==> config.mk <==
export PLATFORM = sky130hd
export DESIGN_NAME = ctrl_exmem_unit_flat
export DESIGN_NICKNAME = d
export VERILOG_FILES = /design/src/rtl/ctrl_pkg.sv /design/src/rtl/ctrl_exmem_unit_if.sv /design/src/rtl/exmem_pipe_reg.sv /design/src/rtl/ctrl_exmem_unit.sv /design/src/flat_wrapper.sv
export SDC_FILE = /design/constraint.sdc
export NUM_CORES = 1
export LEC_CHECK = 0
export ABC_CLOCK_PERIOD_IN_PS = 11500
export CAP_MARGIN = 20
export CELL_PAD_IN_SITES_DETAIL_PLACEMENT = 1
export CELL_PAD_IN_SITES_GLOBAL_PLACEMENT = 1
export CORE_AREA = 2 2 126 128
export DETAILED_ROUTE_END_ITERATION = 10
export DIE_AREA = 0 0 128 130
export DONT_BUFFER_PORTS = 1
export HOLD_SLACK_MARGIN = 0.03
export PLACE_DENSITY_LB_ADDON = 0.15
export SLEW_MARGIN = 20
export SYNTH_ARGS = -nofsm -noshare
export SYNTH_HDL_FRONTEND = slang
export SYNTH_SLANG_ARGS = --single-unit
==> constraint.sdc <==
create_clock -name clk -period 11.5 [get_ports clk]
set_input_delay 1.725 -clock clk [delete_from_list [all_inputs] [get_ports clk]]
set_output_delay 1.725 -clock clk [all_outputs]
set_load 0.03 [all_outputs]
==> src/rtl/ctrl_pkg.sv <==
// Shared definitions for the LEGv8 control path: opcode patterns, ALU commands
// and the MEM/WB control bundle carried through the EX/MEM register.
package ctrl_pkg;

    localparam logic [9:0]  OP_ADDI_P  = 10'b1001000100;
    localparam logic [10:0] OP_ADDS    = 11'b10101011000;
    localparam logic [10:0] OP_SUBS    = 11'b11101011000;
    localparam logic [10:0] OP_AND     = 11'b10001010000;
    localparam logic [10:0] OP_EOR     = 11'b11001010000;
    localparam logic [10:0] OP_LSL     = 11'b11010011011;
    localparam logic [10:0] OP_LSR     = 11'b11010011010;
    localparam logic [10:0] OP_LDUR    = 11'b11111000010;
    localparam logic [10:0] OP_STUR    = 11'b11111000000;
    localparam logic [10:0] OP_BR      = 11'b11010110000;
    localparam logic [5:0]  OP_B_P     = 6'b000101;
    localparam logic [5:0]  OP_BL_P    = 6'b100101;
    localparam logic [7:0]  OP_BCOND_P = 8'b01010100;
    localparam logic [7:0]  OP_CBZ_P   = 8'b10110100;

    localparam logic [2:0] ALU_PASSB = 3'b000;
    localparam logic [2:0] ALU_ADD   = 3'b010;
    localparam logic [2:0] ALU_SUB   = 3'b011;
    localparam logic [2:0] ALU_AND   = 3'b100;
    localparam logic [2:0] ALU_OR    = 3'b101;
    localparam logic [2:0] ALU_XOR   = 3'b110;

    typedef struct packed {
        logic memToReg;
        logic memWrite;
        logic memRead;
        logic branchLink;
        logic RegWrite;
    } mem_ctrl_t;

    typedef struct packed {
        logic uncondBr;
        logic branch;
        logic Reg2Loc;
        logic ALU_Src;
        logic RegWrite;
        logic ALU_SH;
        logic Imm;
        logic memToReg;
        logic memWrite;
        logic shiftDirn;
        logic ALU_on;
        logic set_flags;
        logic branchReg;
        logic branchLink;
        logic memRead;
    } id_ctrl_t;

endpackage

==> src/rtl/ctrl_exmem_unit_if.sv <==
// EX/MEM bus: EX-stage control/data going in, MEM-stage copies coming out.
interface ctrl_exmem_unit_if #(
    parameter int DATA_W = 64,
    parameter int REG_W  = 5
);
    logic              memToReg_EX, memWrite_EX, memRead_EX, branchLink_EX, RegWrite_EX;
    logic [REG_W-1:0]  targetReg_EX;
    logic [DATA_W-1:0] toDataMem;
    logic [DATA_W-1:0] rd2_EX;
    logic              memToReg_MEM, memWrite_MEM, memRead_MEM, branchLink_MEM, RegWrite_MEM;
    logic [REG_W-1:0]  targetReg_MEM;
    logic [DATA_W-1:0] toDataMem_MEM;
    logic [DATA_W-1:0] rd2_MEM;

    modport master (
        output memToReg_EX, memWrite_EX, memRead_EX, branchLink_EX, RegWrite_EX,
        output targetReg_EX, toDataMem, rd2_EX,
        input  memToReg_MEM, memWrite_MEM, memRead_MEM, branchLink_MEM, RegWrite_MEM,
        input  targetReg_MEM, toDataMem_MEM, rd2_MEM
    );

    modport slave (
        input  memToReg_EX, memWrite_EX, memRead_EX, branchLink_EX, RegWrite_EX,
        input  targetReg_EX, toDataMem, rd2_EX,
        output memToReg_MEM, memWrite_MEM, memRead_MEM, branchLink_MEM, RegWrite_MEM,
        output targetReg_MEM, toDataMem_MEM, rd2_MEM
    );
endinterface

==> src/rtl/exmem_pipe_reg.sv <==
// EX/MEM pipeline register. With EXMEM_FLUSH_EN defined, flush turns the
// captured control bits into a bubble while data still advances.
module exmem_pipe_reg
    import ctrl_pkg::*;
#(
    parameter int DATA_W = 64,
    parameter int REG_W  = 5
) (
    input  logic              clk,
    input  logic              rst,
`ifdef EXMEM_FLUSH_EN
    input  logic              flush,
`endif
    input  mem_ctrl_t         ctrl_d,
    input  logic [REG_W-1:0]  target_d,
    input  logic [DATA_W-1:0] result_d,
    input  logic [DATA_W-1:0] store_d,
    output mem_ctrl_t         ctrl_q,
    output logic [REG_W-1:0]  target_q,
    output logic [DATA_W-1:0] result_q,
    output logic [DATA_W-1:0] store_q
);

    always_ff @(posedge clk or posedge rst) begin
        if (rst) begin
            ctrl_q   <= '0;
            target_q <= '0;
            result_q <= '0;
            store_q  <= '0;
        end else begin
`ifdef EXMEM_FLUSH_EN
            ctrl_q   <= flush ? mem_ctrl_t'('0) : ctrl_d;
`else
            ctrl_q   <= ctrl_d;
`endif
            target_q <= target_d;
            result_q <= result_d;
            store_q  <= store_d;
        end
    end

endmodule

==> src/rtl/ctrl_exmem_unit.sv <==
// LEGv8 control path: ID main decoder, EX ALU-command decoder, EX/MEM register.
// Optional EXMEM_FLUSH_EN adds a flush input that bubbles the EX/MEM control bits.
module ctrl_exmem_unit
    import ctrl_pkg::*;
#(
    parameter int DATA_W = 64,
    parameter int REG_W  = 5
) (
    input  logic        clk,
    input  logic        rst,
`ifdef EXMEM_FLUSH_EN
    input  logic        flush,
`endif
    input  logic [10:0] opcode,
    output logic        uncondBr, branch, Reg2Loc, ALU_Src, RegWrite,
    output logic        ALU_SH, Imm, memToReg, memWrite, shiftDirn,
    output logic        ALU_on, set_flags, branchReg, branchLink, memRead,
    input  logic [10:0] opcode_EX,
    input  logic        ALU_on_EX,
    input  logic        sign,
    output logic [2:0]  ALU_cntrl,
    ctrl_exmem_unit_if.slave ex_mem
);

    id_ctrl_t id_c;

    always_comb begin
        id_c = '0;
        if (!rst) begin
            if (opcode[10:1] == OP_ADDI_P) begin
                id_c.RegWrite = 1'b1; id_c.ALU_Src = 1'b1; id_c.Imm = 1'b1; id_c.ALU_on = 1'b1;
            end else if (opcode == OP_ADDS || opcode == OP_SUBS) begin
                id_c.RegWrite = 1'b1; id_c.Reg2Loc = 1'b1; id_c.ALU_on = 1'b1; id_c.set_flags = 1'b1;
            end else if (opcode == OP_AND || opcode == OP_EOR) begin
                id_c.RegWrite = 1'b1; id_c.Reg2Loc = 1'b1; id_c.ALU_on = 1'b1;
            end else if (opcode == OP_LSL || opcode == OP_LSR) begin
                id_c.RegWrite = 1'b1; id_c.ALU_SH = 1'b1; id_c.shiftDirn = opcode[0] ? 1'b0 : 1'b1;
            end else if (opcode == OP_LDUR) begin
                id_c.RegWrite = 1'b1; id_c.ALU_Src = 1'b1; id_c.memToReg = 1'b1;
                id_c.memRead = 1'b1; id_c.ALU_on = 1'b1;
            end else if (opcode == OP_STUR) begin
                id_c.ALU_Src = 1'b1; id_c.memWrite = 1'b1; id_c.ALU_on = 1'b1;
            end else if (opcode[10:5] == OP_B_P) begin
                id_c.branch = 1'b1; id_c.uncondBr = 1'b1;
            end else if (opcode[10:5] == OP_BL_P) begin
                id_c.branch = 1'b1; id_c.uncondBr = 1'b1; id_c.branchLink = 1'b1;
                id_c.RegWrite = 1'b1; id_c.ALU_on = 1'b1;
            end else if (opcode[10:3] == OP_BCOND_P) begin
                id_c.branch = 1'b1;
            end else if (opcode[10:3] == OP_CBZ_P) begin
                id_c.branch = 1'b1; id_c.ALU_on = 1'b1;
            end else if (opcode == OP_BR) begin
                id_c.branchReg = 1'b1;
            end
        end
    end

    assign {uncondBr, branch, Reg2Loc, ALU_Src, RegWrite, ALU_SH, Imm, memToReg,
            memWrite, shiftDirn, ALU_on, set_flags, branchReg, branchLink, memRead} = id_c;

    // Memory offsets arrive as a magnitude, so a negative offset means subtract.
    always_comb begin
        ALU_cntrl = ALU_PASSB;
        if (ALU_on_EX) begin
            if (opcode_EX[10:1] == OP_ADDI_P || opcode_EX == OP_ADDS || opcode_EX[10:5] == OP_BL_P)
                ALU_cntrl = ALU_ADD;
            else if (opcode_EX == OP_SUBS)
                ALU_cntrl = ALU_SUB;
            else if (opcode_EX == OP_AND)
                ALU_cntrl = ALU_AND;
            else if (opcode_EX == OP_EOR)
                ALU_cntrl = ALU_XOR;
            else if (opcode_EX == OP_LDUR || opcode_EX == OP_STUR)
                ALU_cntrl = sign ? ALU_SUB : ALU_ADD;
        end
    end

    mem_ctrl_t ctrl_ex, ctrl_mem;

    assign ctrl_ex = '{memToReg:   ex_mem.memToReg_EX,
                       memWrite:   ex_mem.memWrite_EX,
                       memRead:    ex_mem.memRead_EX,
                       branchLink: ex_mem.branchLink_EX,
                       RegWrite:   ex_mem.RegWrite_EX};

    exmem_pipe_reg #(.DATA_W(DATA_W), .REG_W(REG_W)) u_exmem (
        .clk      (clk),
        .rst      (rst),
`ifdef EXMEM_FLUSH_EN
        .flush    (flush),
`endif
        .ctrl_d   (ctrl_ex),
        .target_d (ex_mem.targetReg_EX),
        .result_d (ex_mem.toDataMem),
        .store_d  (ex_mem.rd2_EX),
        .ctrl_q   (ctrl_mem),
        .target_q (ex_mem.targetReg_MEM),
        .result_q (ex_mem.toDataMem_MEM),
        .store_q  (ex_mem.rd2_MEM)
    );

    assign ex_mem.memToReg_MEM   = ctrl_mem.memToReg;
    assign ex_mem.memWrite_MEM   = ctrl_mem.memWrite;
    assign ex_mem.memRead_MEM    = ctrl_mem.memRead;
    assign ex_mem.branchLink_MEM = ctrl_mem.branchLink;
    assign ex_mem.RegWrite_MEM   = ctrl_mem.RegWrite;

endmodule

==> src/flat_wrapper.sv <==
// flat-port wrapper written by rule: the top's interface ports become plain ports
module ctrl_exmem_unit_flat import ctrl_pkg::*;
#(
    parameter int DATA_W = 64,
    parameter int REG_W  = 5
)
  (clk, rst, opcode, uncondBr, branch, Reg2Loc, ALU_Src, RegWrite, ALU_SH, Imm, memToReg, memWrite, shiftDirn, ALU_on, set_flags, branchReg, branchLink, memRead, opcode_EX, ALU_on_EX, sign, ALU_cntrl, ex_mem_memToReg_EX, ex_mem_memWrite_EX, ex_mem_memRead_EX, ex_mem_branchLink_EX, ex_mem_RegWrite_EX, ex_mem_targetReg_EX, ex_mem_toDataMem, ex_mem_rd2_EX, ex_mem_memToReg_MEM, ex_mem_memWrite_MEM, ex_mem_memRead_MEM, ex_mem_branchLink_MEM, ex_mem_RegWrite_MEM, ex_mem_targetReg_MEM, ex_mem_toDataMem_MEM, ex_mem_rd2_MEM);
  ctrl_exmem_unit_if #(.DATA_W(DATA_W), .REG_W(REG_W)) ex_mem_i ();
  input  logic clk;
  input  logic rst;
  input  logic [10:0] opcode;
  output logic uncondBr;
  output logic branch;
  output logic Reg2Loc;
  output logic ALU_Src;
  output logic RegWrite;
  output logic ALU_SH;
  output logic Imm;
  output logic memToReg;
  output logic memWrite;
  output logic shiftDirn;
  output logic ALU_on;
  output logic set_flags;
  output logic branchReg;
  output logic branchLink;
  output logic memRead;
  input  logic [10:0] opcode_EX;
  input  logic ALU_on_EX;
  input  logic sign;
  output logic [2:0] ALU_cntrl;
  input wire logic [$bits(ex_mem_i.memToReg_EX)-1:0] ex_mem_memToReg_EX;
  input wire logic [$bits(ex_mem_i.memWrite_EX)-1:0] ex_mem_memWrite_EX;
  input wire logic [$bits(ex_mem_i.memRead_EX)-1:0] ex_mem_memRead_EX;
  input wire logic [$bits(ex_mem_i.branchLink_EX)-1:0] ex_mem_branchLink_EX;
  input wire logic [$bits(ex_mem_i.RegWrite_EX)-1:0] ex_mem_RegWrite_EX;
  input wire logic [$bits(ex_mem_i.targetReg_EX)-1:0] ex_mem_targetReg_EX;
  input wire logic [$bits(ex_mem_i.toDataMem)-1:0] ex_mem_toDataMem;
  input wire logic [$bits(ex_mem_i.rd2_EX)-1:0] ex_mem_rd2_EX;
  output wire logic [$bits(ex_mem_i.memToReg_MEM)-1:0] ex_mem_memToReg_MEM;
  output wire logic [$bits(ex_mem_i.memWrite_MEM)-1:0] ex_mem_memWrite_MEM;
  output wire logic [$bits(ex_mem_i.memRead_MEM)-1:0] ex_mem_memRead_MEM;
  output wire logic [$bits(ex_mem_i.branchLink_MEM)-1:0] ex_mem_branchLink_MEM;
  output wire logic [$bits(ex_mem_i.RegWrite_MEM)-1:0] ex_mem_RegWrite_MEM;
  output wire logic [$bits(ex_mem_i.targetReg_MEM)-1:0] ex_mem_targetReg_MEM;
  output wire logic [$bits(ex_mem_i.toDataMem_MEM)-1:0] ex_mem_toDataMem_MEM;
  output wire logic [$bits(ex_mem_i.rd2_MEM)-1:0] ex_mem_rd2_MEM;
  assign ex_mem_i.memToReg_EX = ex_mem_memToReg_EX;
  assign ex_mem_i.memWrite_EX = ex_mem_memWrite_EX;
  assign ex_mem_i.memRead_EX = ex_mem_memRead_EX;
  assign ex_mem_i.branchLink_EX = ex_mem_branchLink_EX;
  assign ex_mem_i.RegWrite_EX = ex_mem_RegWrite_EX;
  assign ex_mem_i.targetReg_EX = ex_mem_targetReg_EX;
  assign ex_mem_i.toDataMem = ex_mem_toDataMem;
  assign ex_mem_i.rd2_EX = ex_mem_rd2_EX;
  assign ex_mem_memToReg_MEM = ex_mem_i.memToReg_MEM;
  assign ex_mem_memWrite_MEM = ex_mem_i.memWrite_MEM;
  assign ex_mem_memRead_MEM = ex_mem_i.memRead_MEM;
  assign ex_mem_branchLink_MEM = ex_mem_i.branchLink_MEM;
  assign ex_mem_RegWrite_MEM = ex_mem_i.RegWrite_MEM;
  assign ex_mem_targetReg_MEM = ex_mem_i.targetReg_MEM;
  assign ex_mem_toDataMem_MEM = ex_mem_i.toDataMem_MEM;
  assign ex_mem_rd2_MEM = ex_mem_i.rd2_MEM;
  ctrl_exmem_unit #(.DATA_W(DATA_W), .REG_W(REG_W)) u_core (.clk(clk), .rst(rst), .opcode(opcode), .uncondBr(uncondBr), .branch(branch), .Reg2Loc(Reg2Loc), .ALU_Src(ALU_Src), .RegWrite(RegWrite), .ALU_SH(ALU_SH), .Imm(Imm), .memToReg(memToReg), .memWrite(memWrite), .shiftDirn(shiftDirn), .ALU_on(ALU_on), .set_flags(set_flags), .branchReg(branchReg), .branchLink(branchLink), .memRead(memRead), .opcode_EX(opcode_EX), .ALU_on_EX(ALU_on_EX), .sign(sign), .ALU_cntrl(ALU_cntrl), .ex_mem(ex_mem_i));
endmodule
# After elaboration in Yosys (flattened, before gate mapping)
# Index checks and enable logic that the tools add are counted.
[classes]
eq_ne = 22
n_mux = 66
n_reduce_logical = 6
[ops]
columns = ["cell", "n"]
rows = [
  ["11-bit == test (second input constant)", 15],
  ["1-bit two-way mux", 39],
  ["3-bit two-way mux", 13],
  ["2-bit two-way mux", 12],
  ["10-bit == test (second input constant)", 2],
  ["15-bit two-way mux", 1],
  ["6-bit == test (second input constant)", 2],
  ["8-bit by 7-bit == test with 1-bit output (second input constant)", 1],
  ["8-bit == test (second input constant)", 1],
  ["6-bit by 3-bit == test with 1-bit output (second input constant)", 1],
  ["1-bit logical OR", 6],
  ["4-bit two-way mux", 1],
]
[totals]
reg_bits = 138
input_bits = 164
word_cells = 102

# Depth between registers and ports, before layout
# Gate-level depths: netlist of the first run.
[depth]
word_depth = 13
mapped_depth = 6
ltp_nobuf = 4

# Modules after synthesis
# Synthesis of the first run repeated with hierarchy kept, for this count alone.
[unflattened]
hier_cells = 205
area_unflattened_um2 = 3923.8
[modules_own_cells]
columns = ["mod", "instances", "cells_per_inst", "area_each_um2", "seq_area_each_um2"]
rows = [
  ["exmem_pipe_reg", 1, 139, 3457.1, 3453.3],
  ["ctrl_exmem_unit", 1, 66, 466.7, 0.0],
]

# Worst setup path before layout of the first run
# No wires, ideal clock.
[synth_timing]
path_kind = "in2out"
startpoint = "input port rst"
endpoint = "output port Imm"
t_arrival_ns = 5.157
t_required_ns = 9.775
setup_slack_ns = 4.618
stages = 2
path_cell_list = "inv_1 -> and2_1"
[synth_between]
elab_chain_cells = 1
[synth_lines]
columns = ["item", "line_no", "source"]
rows = [
  ["start, declared", "flat_wrapper.sv:10", "input logic rst;"],
  ["15-bit two-way mux", "ctrl_exmem_unit.sv:29", "if (!rst) begin"],
  ["end, declared", "flat_wrapper.sv:18", "output logic Imm;"],
]
# No other way between the ends.

# Worst setup path after layout of the first run
[layout_timing]
startpoint = "input port opcode[0]"
endpoint = "output port RegWrite"
[layout_between]
elab_chain_cells = 8
[layout_lines]
columns = ["item", "line_no", "source"]
rows = [
  ["start, declared", "flat_wrapper.sv:11", "input logic [10:0] opcode;"],
  ["11-bit == test", "ctrl_exmem_unit.sv:41", "end else if (opcode == OP_STUR) begin"],
  ["1-bit two-way mux", "ctrl_exmem_unit.sv:41", ""],
  ["2-bit two-way mux", "ctrl_exmem_unit.sv:38", "end else if (opcode == OP_LDUR) begin"],
  ["1-bit two-way mux", "ctrl_exmem_unit.sv:36", "end else if (opcode == OP_LSL || opcode == OP_LSR) begin"],
  ["1-bit two-way mux", "ctrl_exmem_unit.sv:34", "end else if (opcode == OP_AND || opcode == OP_EOR) begin"],
  ["1-bit two-way mux (*)", "ctrl_exmem_unit.sv:32", "end else if (opcode == OP_ADDS || opcode == OP_SUBS) begin"],
  ["2-bit two-way mux (*)", "ctrl_exmem_unit.sv:30", "if (opcode[10:1] == OP_ADDI_P) begin"],
  ["15-bit two-way mux (*)", "ctrl_exmem_unit.sv:29", ""],
  ["end, declared", "flat_wrapper.sv:16", "output logic RegWrite;"],
]
# Mark *: on every way between the ends. The rest lies on a longest branch, timed or not.

==> results of run 1 <==
-- final cells by class --
class,instances,area [sq um],share of cell area
flip-flops and latches,138,3453,0.7212
repair buffers,2,15.01,0.003136
inverters,3,16.27,0.003397
multi-input cells,70,488.0,0.1019
clock buffers,17,425.4,0.08884
diodes,1,2.502,0.0005226
well taps,192,240.2,0.05017
clock inverters,15,147.6,0.03083
-- per-layer routing --
metal,vias to the layer above,wire length (um),part of all wire,GRT usage
li1,775,-,-,-
met1,1038,3255,0.31,0.1054
met2,181,5798,0.56,0.2079
met3,13,1173,0.11,0.07175
met4,4,154,0.015,0.05882
met5,-,27,0.0026,0
-- cells by family (layout without fill, tap and decap cells) --
family / after synthesis / after routing / synth area share
other: 0 / 1 / 0
flip-flops: 138 / 138 / 0.8704
buffers and inverters: 6 / 37 / 0.006624
AO/OA/AOI/OAI: 12 / 12 / 0.02271
XOR/XNOR: 1 / 1 / 0.002208
AND/OR/NAND/NOR: 57 / 57 / 0.09808
-- cell usage in the layout (no fill, tap or decap), types with 3 or more instances in the layout --
cell type  instances
nand2_1            3
inv_8              3
a21oi_1            3
nor2_1             9
nand3_1            3
nor3_1            10
nor4_1             4
dfrtp_1          138
clkbuf_16         17
inv_6              7
-- cells in the mapped netlist, drive strengths merged (2+ instances only) --
cell,count
dfrtp,138
nor4,4
nor4b,2
a21oi,3
nand3,4
nor3,11
nand4bb,2
nand3b,2
nor4bb,2
nand2,4
and3,2
nor2,9
nand2b,2
clkbuf,2
nand4,2
inv,3
a31oi,2
and2,2
a41oi,3
-- critical path, delay by kind of cell --
family	cells	cell delay (ps)
simple gates	2	920
compound gates	2	810
-- flip-flops by register name, summed over array words and instances, names as in the netlist --
register	count
u_core.u_exmem.target_q	5
u_core.u_exmem.result_q	64
u_core.u_exmem.store_q	64
u_core.u_exmem.ctrl_q	5
-- power groups by stage --
stage	Sequential [W]	Combinational (W)	Clock, W
6_report	0.000574	0.0000165	0.000514
5_1_grt	0.000577	0.0000189	0.000554
4_1_cts	0.000576	0.0000174	0.000529
3_5_place_dp	0.000584	0.0000174	0
3_3_place_gp	0.000585	0.0000172	0
2_1_floorplan	0.000578	0.0000141	0
-- stage by stage --
stage / cells / worst slack (ps)
floorplan: 214 / 4618
global placement: 405 / 6385
detailed placement: 405 / 6322
CTS: 437 / 6320
global route: 437 / 6242
finish: 438 / 6324
-- final timing paths --
kind | from | to | slack [ps]
worst max-delay path | opcode[0] | RegWrite | 6320
worst min-delay path | rst | u_core.u_exmem.store_q[3]$_DFF_PP0_ | 1300
max in group asynchronous | rst | u_core.u_exmem.result_q[58]$_DFF_PP0_ | 9020
min in group clk | ex_mem_rd2_EX[47] | u_core.u_exmem.store_q[47]$_DFF_PP0_ | 1330
==> results.yml, run 1 <==
route:
  dr.pass1.iters: 4
  viasPerCell: 4.591
  wire_per_inst_um: 23.76
  drc_errors: 0
  routed_wl_mm: 10.41
  first_iter_violations: 57
  ant_nets: 0
  num_vias: 2011
clock_tree:
  cts_buffer_depth: 2
  cts_post_setup_buffers_inserted: 0
  post_cts_resized: 0
  clkSlewWorstSetupHoldPaths_ps: 60
  cts_hold_buf: 0
  numCtsBuffers: 17
  clock_sinks: 138
  cts_max_level: 4
  cts_tree: "yes"
  cts-root-buf: "clkbuf_16"
timing:
  whs_ps: 1297
  hold_viol: 0
  slew_headroom: 0.2315
  setup_violations: 0
  period_minus_slack_ps: 5176
  rsz0062_at_grt: "false"
  maxSlewViolCount: 0
  period_share: 0.4501
  fin_setup_tns_ps: 0
  worstMarginPinSlew_ps: 1149
  max_freq_mhz: 193.2
floorplan:
  core_sq_um: 15420
  io-pin-count: 320
  start_util: 0.2572
  die_w_um: 128
  fp-row-count: 46
  fp.dieArea_sq_um: 16640
  fp.dieH_um: 130
pwr:
  intPower_w: 0.0008014
  max-vdd-ir-drop_v: 0.0001416
  p_per_area_nw_per_um2: 230.8
  power_w: 0.001105
  seqPwrFrac: 0.520
  power.switching_w: 0.0003037
  p_comb_frac: 0.015
  p_sw_frac: 0.2748
  clock_power_share: 0.465
  p_leak_nw: 2.037
synth:
  synth.distinct_cells: 40
  netlist_area_sq_um: 3968
  syn_inst: 214
  ys_seq_elements: 138
  ys_warn_count: 0
  synthesis.nets: 378
  synth_top_area_cell: "dfrtp_1"
  yosysSeqAreaShare: 0.8704
  synth_area_leaders: "dfrtp_1, nor3_1, nor2_1, nand4bb_4, nor4_1"
  ys.flop_type: "dfrtp_1"
  async_flop_share: 1.000
  synth_edf_count: 0
  yosys.area.top_type_share: 0.8704
  avgSynthCellArea_sq_um: 18.54
grt:
  antenna_found_initial: 3
  grt_overflow: 0
  grt_pass1_wl_mm: 13.54
  grt_pass1_vias: 2203
  track_usage: 0.1175
  grt_max_degree: 79
placement:
  gp_congestion: 0.7595
  hpwlAfterDp_mm: 8.071
  io_buffer_count: 0
  dpl_cell_area_sq_um: 4213
critical_path:
  cp_data_required_time_ps: 9780
  path_common_cell: "a41oi_1"
  slowest_stage: "a41oi_1"
  arrival_ps: 3450
  path_class: "input port to output port"
  slowest_delay_ps: 720
  crit_chain: "or4b_4 -> nor3_1 -> a41oi_1 -> a41oi_1"
  worstPathMaxFanout: 5
  worstSetupEndpointType: "output port"
  cp-start-kind: "input port"
outcome:
  outcome: "finished, final reports clean"
cells_and_area:
  area_growth_pct: 20.69
  num-fill-cells: 1592
  layout.nets: 396
  final_util: 0.3104
  layout-drive-gt1-share: 0.1837
  stdcell_area_sq_um: 4788
job:
  drv_cap: 0
hold_path:
  hold_class: "input port to async pin"
Power figures use the tool's default switching activity.
==> inputs of run 2 (changes only) <==
ABC_CLOCK_PERIOD_IN_PS = 5100   (was 11500)
CORE_AREA = 2 2 122 124   (was 2 2 126 128)
DIE_AREA = 0 0 124 126   (was 0 0 128 130)
clock period = 5.1 ns   (was 11.5 ns; I/O delays follow)
==> run 2 against run 1 <==
Against the previous run: worst setup slack got worse by 4400 ps; critical path type unchanged; highest routed layer is now met4; non-clock buffer count did not move; sequential cell count unchanged; sequential share of layout area is 0.30 points higher; largest cell class unchanged; wire length up 2.4%; largest power group unchanged; global-route usage rose by 1.8 points.
==> results.yml, run 2 (same netlist as run 1, synthesis figures left out) <==
placement:
  placed_cells: 397
  hpwlAfterDp_mm: 8.153
  io_buffer_count: 0
  gp_congestion: 0.8442
clock_tree:
  cts_buffer_depth: 2
  cts_post_setup_buffers_inserted: 0
  cts-root-buf: "clkbuf_16"
  clock_sinks: 138
  cts_tree: "yes"
  clkSlewWorstSetupHoldPaths_ps: 70
  cts_max_level: 4
  post_cts_resized: 0
  numCtsBuffers: 17
  cts_hold_buf: 0
route:
  routed_wl_mm: 10.66
  first_iter_violations: 84
  viasPerCell: 4.597
  wire_per_inst_um: 24.67
  num_vias: 1986
  ant_nets: 0
  dr.pass1.iters: 4
  drc_errors: 0
grt:
  track_usage: 0.1357
  grtUsageMet1: 0.1413
  grt-busiest-layer: "met2"
  grtUsageMet3: 0.07292
  grt_pass1_vias: 2284
  grt_max_degree: 75
  antenna_found_initial: 3
  grt_pass1_wl_mm: 14.55
  grt_overflow: 0
  use_met2: 0.2188
hold_path:
  hold_class: "input port to async pin"
timing:
  period_share: 0.6242
  worstMarginPinSlew_ps: 1006
  slew_headroom: 0.3241
  max_freq_mhz: 314.1
  fin_setup_tns_ps: 0
  period_minus_slack_ps: 3184
  rsz0062_at_grt: "false"
  setup_violations: 0
  maxSlewViolCount: 0
  hold_viol: 0
critical_path:
  cp-start-kind: "input port"
  worstSetupEndpointType: "output port"
  worstPathMaxFanout: 5
  cp_data_required_time_ps: 4340
  path_class: "input port to output port"
  arrival_ps: 2420
floorplan:
  fp.dieH_um: 126
  die_w_um: 124
  core_sq_um: 14310
  start_util: 0.2772
  io-pin-count: 320
  fp.dieArea_sq_um: 15620
  fp-row-count: 44
outcome:
  outcome: "finished, final reports clean"
pwr:
  max-vdd-ir-drop_v: 0.0003007
  p_per_area_nw_per_um2: 520.0
  p_leak_nw: 2.028
cells_and_area:
  layout-drive-gt1-share: 0.1878
  area_growth_pct: 20.18
  layout.cells.most_common: "dfrtp_1"
  num-fill-cells: 1458
  final_cell_mix: "dfrtp_1, clkbuf_16, nor3_1, nor2_1, inv_6"
  reg_top3: "u_core.u_exmem.result_q x64, u_core.u_exmem.store_q x64"
  instances_no_fill: 432
  layout.nets: 396
job:
  drv_cap: 0
run 2: area by class of cell:
cell class                 instances  area (sq um)  area share
antenna                            3         7.507    0.001574
inverter                           3         16.27    0.003411
tap                              184         230.2     0.04828
clock buffer                      17         425.4     0.08922
sequential                       138          3453      0.7242
clock inverter                    15         130.1     0.02729
timing repair buffer               2         15.01    0.003149
multi-input combinational         70         490.5      0.1029
run 2: metal layers:
layer  vias to the layer above  part of all wire
li1                        771                 -
met1                      1023              0.34
met2                       175              0.51
met3                        17              0.13
met4                         0             0.023
met5                         -                 0
run 2: worst paths after layout:
check | from | end | slack [ps] | cells after the start
min in group clk | ex_mem_toDataMem[20] | u_core.u_exmem.result_q[20]$_DFF_PP0_ | 370 | 0
max | opcode[0] | RegWrite | 1920 | 4
max in group asynchronous | rst | u_core.u_exmem.target_q[4]$_DFF_PP0_ | 3480 | 2
min | rst | u_core.u_exmem.result_q[13]$_DFF_PP0_ | 280 | 1
run 2: critical path, stage by stage:
cell and delay [ps]:
or4b_4 560, nor3_1 340, a41oi_1 80, a41oi_1 670
run 2: per-stage QoR:
| stage | power [W] | instance area, sq um | hold WS (ps) | setup WS [ps] | utilization |
|---|---|---|---|---|---|
| 2_1_floorplan | 0.001334 | 3968 | 796.4 | 138.5 | - |
| 4_1_cts | 0.002527 | 4758 | 271.9 | 1908 | 0.3324 |
| 5_1_grt | 0.002586 | 4763 | 293.0 | 1814 | 0.3328 |
| 3_3_place_gp | 0.001357 | 4203 | 735.5 | 1941 | 0.2936 |
| 3_5_place_dp | 0.001355 | 4203 | 735.0 | 1911 | 0.2936 |
| 6_report | 0.002480 | 4768 | 277.0 | 1916 | 0.3331 |
run 2: power by group:
part           internal, W  switching (W)  leakage [nW]  total (W)
sequential         0.00115       0.000145          1.61    0.00130
clock             0.000639       0.000508         0.268    0.00115
combinational   0.00000912      0.0000282         0.152  0.0000374
total              0.00180       0.000681          2.03    0.00248
